==> config.mk <==
export PLATFORM = sky130hd
export DESIGN_NAME = fetch_aligner
export DESIGN_NICKNAME = d
export VERILOG_FILES = /design/src/rtl/fetch_aligner.sv
export SDC_FILE = /design/constraint.sdc
export NUM_CORES = 1
export LEC_CHECK = 0
export CAP_MARGIN = 25
export CORE_ASPECT_RATIO = 1.75
export CORE_UTILIZATION = 58
export CTS_CLUSTER_SIZE = 12
export DETAILED_ROUTE_END_ITERATION = 10
export DONT_BUFFER_PORTS = 1
export HOLD_SLACK_MARGIN = 0.02
export PLACE_DENSITY = 0.78
export SLEW_MARGIN = 20
export SYNTH_ARGS = -nofsm -noshare
export SYNTH_HDL_FRONTEND = slang
export SYNTH_SLANG_ARGS = --single-unit
==> constraint.sdc <==
create_clock -name clk -period 2.6 [get_ports clk]
set_input_delay 0.52 -clock clk [delete_from_list [all_inputs] [get_ports clk]]
set_output_delay 0.52 -clock clk [all_outputs]
set_load 0.02 [all_outputs]
==> src/rtl/fetch_aligner.sv <==
// Realigns word-aligned fetch data into 16/32-bit instructions through a 4-parcel buffer.
// Compressed (RVC) support is enabled by defining FETCH_ALIGNER_RVC_EN; otherwise RV32I only.
module fetch_aligner #(
  parameter int          INSTRUCTION_WIDTH = 32,
  parameter logic [31:0] RESET_PC          = 32'h0000_0000
) (
  input  logic                         clk,
  input  logic                         rst_n,
  input  logic                         redirect_i,
  input  logic [31:0]                  redirect_pc_i,
  output logic [31:0]                  fetch_addr_o,
  input  logic                         fetch_valid_i,
  output logic                         fetch_ready_o,
  input  logic [INSTRUCTION_WIDTH-1:0] fetch_data_i,
  output logic                         instr_valid_o,
  input  logic                         instr_ready_i,
  output logic [INSTRUCTION_WIDTH-1:0] instruction_o,
  output logic [31:0]                  instr_pc_o,
  output logic                         instr_compressed_o,
  output logic [2:0]                   dbg_count_o
);

  // Handshakes: a fetch word transfers on fetch_valid_i && fetch_ready_o, an instruction
  // on instr_valid_o && instr_ready_i; neither transfers while redirect_i is high.

  localparam int PW = INSTRUCTION_WIDTH / 2;
`ifdef FETCH_ALIGNER_RVC_EN
  localparam bit RVC = 1'b1;
`else
  localparam bit RVC = 1'b0;
`endif
  localparam logic [31:0] PC_MASK = RVC ? 32'hFFFF_FFFE : 32'hFFFF_FFFC;

  logic [PW-1:0] parcel_q [4];
  logic [PW-1:0] parcel_d [4];
  logic [PW-1:0] push_p   [2];
  logic [2:0]    count_q, count_d;
  logic [31:0]   pc_q, addr_q;
  logic          drop_half_q;

  logic          head_is_32, avail, pop_fire, push_fire;
  logic [2:0]    pop_n, push_n, keep, src, slot;
  logic          unused_pc_bit;

  assign unused_pc_bit = redirect_pc_i[0];

  // Without RVC every instruction is two parcels regardless of its low bits.
  assign head_is_32 = !RVC || (parcel_q[0][1:0] == 2'b11);
  assign avail      = head_is_32 ? (count_q >= 3'd2) : (count_q >= 3'd1);

  assign instr_valid_o      = avail && !redirect_i;
  assign instr_compressed_o = instr_valid_o && !head_is_32;
  assign instruction_o      = !instr_valid_o ? '0 :
                              head_is_32 ? {parcel_q[1], parcel_q[0]} : {{PW{1'b0}}, parcel_q[0]};
  assign instr_pc_o         = pc_q;
  assign fetch_ready_o      = (count_q <= 3'd2) && !redirect_i;
  assign fetch_addr_o       = addr_q;
  assign dbg_count_o        = count_q;

  assign pop_fire  = instr_valid_o && instr_ready_i;
  assign push_fire = fetch_valid_i && fetch_ready_o;
  assign pop_n     = pop_fire ? (head_is_32 ? 3'd2 : 3'd1) : 3'd0;
  assign push_n    = push_fire ? (drop_half_q ? 3'd1 : 3'd2) : 3'd0;
  assign keep      = count_q - pop_n;
  assign count_d   = keep + push_n;

  always_comb begin
    push_p[0] = drop_half_q ? fetch_data_i[INSTRUCTION_WIDTH-1:PW] : fetch_data_i[PW-1:0];
    push_p[1] = fetch_data_i[INSTRUCTION_WIDTH-1:PW];
    src  = '0;
    slot = '0;
    for (int i = 0; i < 4; i++) begin
      parcel_d[i] = parcel_q[i];
      src  = 3'(i) + pop_n;
      slot = 3'(i) - keep;
      // Survivors shift down by the pop amount; new parcels land right after them.
      if (3'(i) < keep) begin
        parcel_d[i] = parcel_q[src[1:0]];
      end else if (slot < push_n) begin
        parcel_d[i] = push_p[slot[0]];
      end
    end
  end

  always_ff @(posedge clk or negedge rst_n) begin
    if (!rst_n) begin
      count_q     <= '0;
      pc_q        <= RESET_PC & PC_MASK;
      addr_q      <= {RESET_PC[31:2], 2'b00};
      drop_half_q <= RVC && RESET_PC[1];
      for (int i = 0; i < 4; i++) parcel_q[i] <= '0;
    end else if (redirect_i) begin
      count_q     <= '0;
      pc_q        <= redirect_pc_i & PC_MASK;
      addr_q      <= {redirect_pc_i[31:2], 2'b00};
      drop_half_q <= RVC && redirect_pc_i[1];
    end else begin
      count_q  <= count_d;
      parcel_q <= parcel_d;
      pc_q     <= pc_q + {28'd0, pop_n, 1'b0};
      if (push_fire) begin
        addr_q      <= addr_q + 32'd4;
        drop_half_q <= 1'b0;
      end
    end
  end

endmodule

==> flow_summary_export.csv <==
group,metric,value,unit
critical_path,critPathArrivalTime,2.69,ns
status,violations,"DRC, hold timing",
critical_path,slowest_delay,0.49,ns
final_layout,layout.nets,766,
cts,tritoncts,"done",
critical_path,cp_data_required_time,2.89,ns
power_and_ir_drop,total_power,0.00626,W
cts,clock-sinks,126,
placed_design,placedCellCount,806,
final_layout,fin_cells,838,
logic_synthesis,yosys_warnings,0,
logic_synthesis,synth_edf_count,0,
routing,wl_per_cell,19.5,um
cts,clockBufferDepth,2,
critical_path,cp_common_cell,"nor2_1",
critical_path,cp-start-kind,"register",
critical_path,path_cells,"nor2_1 -> nor2_1 -> ha_1 -> nand3_2 -> nor4_1 -> nand4_1 -> xnor2_1 -> mux2_2",
timing,worstMarginPinSlew,0.555,ns
power_and_ir_drop,powerDensity,809,mW/mm2
logic_synthesis,ys_ff_latch,126,
final_layout,layout_commonest_cell,"dfrtp_1",
logic_synthesis,synth_cell_types,57,
final_layout,mostFrequentLayoutCells,"126 x dfrtp_1, 69 x nor2_1, 69 x mux2i_1",
timing,clock_skew,0.00810,ns
logic_synthesis,postSynth.asyncResetShare,100,%
critical_path,worstPathMaxFanout,9,
min_path,hp-class,"primary input to asynchronous set/reset pin",
global_routing,grt_pass1_wl,26.3,mm
timing,finalMaxSlewViolations,0,
die,die_area,0.0125,mm2
final_layout,area_delta_synth_final,11.2,%
routing,drt_iter0_drc,235,
die,dieHeight,147,um
final_layout,final_layout_size_suffix_gt1_share,14.8,%
logic_synthesis,synth_flop_cell,"dfrtp_1",
placed_design,dpl.hpwl,11.4,mm
logic_synthesis,netlist_area,0.00696,mm2
cts,cts_made_buffers,17,
logic_synthesis,synth_area_leaders,"dfrtp_1 45%, mux2i_1 9.9%, a21oi_1 4.7%",
global_routing,overflow,0,
routing,drtPass1Iterations,10,
routing,drc,16,
placed_design,place.gp.congestion,0.860,
die,start_util,59.8,%
logic_synthesis,syn_inst,687,
timing,setup_tns,0,ns
cts,insertion_delay,0.40,ns
status,status,"finished, violations left",
timing,rsz0062_at_grt,"no",
cts,htreeDepth,4,
final_layout,antenna_cells,0,
timing,whs,-0.194,ns
die,io_pins,171,
timing,fin_crit,2.41,ns
logic_synthesis,synth_top_cell_by_area,"dfrtp_1",
cts,clk_pin_slew_worst_paths,0.06,ns
power_and_ir_drop,ir_drop,0.000542,V
final_layout,multi_input_area,0.00358,mm2
timing,fmaxAchievable,415,MHz
timing,setup-violations-final,0,
job,cap_violations,0,
critical_path,slowest_stage,"dfrtp_1",
die,core_area,0.0116,mm2
die,die_w,84.8,um
routing,drt_wl_total,16.4,mm
global_routing,track_usage,26.9,%
logic_synthesis,post-synth-top-area-fraction,45.3,%
final_layout,fin_util,66.5,%
final_layout,register_area,0.00315,mm2
timing,hold_viol,126,
power_and_ir_drop,leakage,3.50,nW
global_routing,grt_max_degree,127,
die,rows,52,
critical_path,critPathCaptureType,"register",
cts,cts-root-buf,"clkbuf_16",
routing,avgViaCountPerCell,6.16,
timing,finalCritPeriodShare,92.6,%
final_layout,fillers,874,
routing,ant_nets,0,
critical_path,critPathKind,"register to register",
logic_synthesis,avgSynthCellArea,10.1,um2
placed_design,io_buffers,0,
routing,vias,5160,
timing,slew_headroom,62.7,%
global_routing,grt_pass1_vias,5410,
global_routing,antenna_found_initial,0,
logic_synthesis,yosysSeqAreaShare,45.3,%
[timing repair]
item                                    in CTS  in global routing
setup buffers                                0                  0
hold endpoints to repair                   126                126
endpoints found under the setup margin       0                  2
resized for setup                            0                  2
[area by class of cell]
type                            count  area share (%)
Timing Repair Buffer               22            2.78
Multi-Input combinational cell    514            46.2
Clock inverter                     11            1.83
Inverter                            9           0.436
Sequential cell                   126            40.7
Clock buffer                       21            5.82
Tap cell                          135            2.18
[final timing paths]
path,startpoint,endpoint,slack (ns),depth (start not counted)
setup / recovery,dbg_count_o[1],instr_pc_o[31],0.19,8
hold / removal,rst_n,instr_pc_o[9],-0.19,0
setup reg to reg,dbg_count_o[1],instr_pc_o[31],0.19,8
hold reg to reg,parcel_q[24],parcel_q[24],0.47,2
max in group asynchronous,rst_n,parcel_q[31],2.53,0
min in group clk,redirect_i,dbg_count_o[2],0.18,1
[synth_stat cells (all sizes together) (23+ instances only)]
library cell,number
dfrtp,126
nand3,25
nand2,38
nand4,23
mux2i,70
and2,34
a21oi,67
buf,26
o21ai,23
xor2,33
nor2,70
[where the power goes]
part | total, W | internal, W | switching (W)
Sequential | 0.00290 | 0.00241 | 0.000487
Clock | 0.00238 | 0.00153 | 0.000848
Combinational | 0.000989 | 0.000456 | 0.000533
[worst max-delay path: cells and delay by family, from the launching register on]
family | cells | cell delay (ns)
xor gates and xnor gates | 1 | 0.15
adders and majority gates | 1 | 0.22
DFF | 1 | 0.49
muxes | 1 | 0.27
and+or+nand+nor | 5 | 1.17
[sequential cells by signal (all words and copies together) (netlist names)]
name	count
instr_pc_o	30
fetch_addr_o	30
dbg_count_o	2
parcel_q	64
[routing by layer]
layer | vias up | global-route usage, % | wire, um
met3 | 44 | 7.42 | 1060
met4 | 0 | 13.0 | 571
met1 | 2533 | 27.8 | 5800
li1 | 2413 | - | -
met5 | - | 0 | 0
met2 | 170 | 49.2 | 8930
[per-stage QoR]
stage / setup slack (ns) / cell area, um2
after floorplan: 0.0206 / 7010
after global placement: 0.195 / 7140
after detailed placement: 0.170 / 7140
after CTS: 0.171 / 7730
after global routing: 0.00331 / 7740
final: 0.192 / 7740
[cells by family (layout without fill, tap and decap cells)]
| logic type | count (synthesis) | after routing | synth area share (%) |
|---|---|---|---|
| AOI/OAI and AO/OA | 119 | 119 | 10.5 |
| xor gates and xnor gates | 50 | 50 | 6.29 |
| adders and majority gates | 7 | 7 | 1.26 |
| buffers and inverters | 52 | 63 | 4.08 |
| DFF | 126 | 126 | 45.3 |
| muxes | 86 | 86 | 12.8 |
| other | 1 | 6 | 0.0539 |
| and+or+nand+nor | 246 | 246 | 19.7 |
No activity file was read; power rests on OpenSTA's default activity.
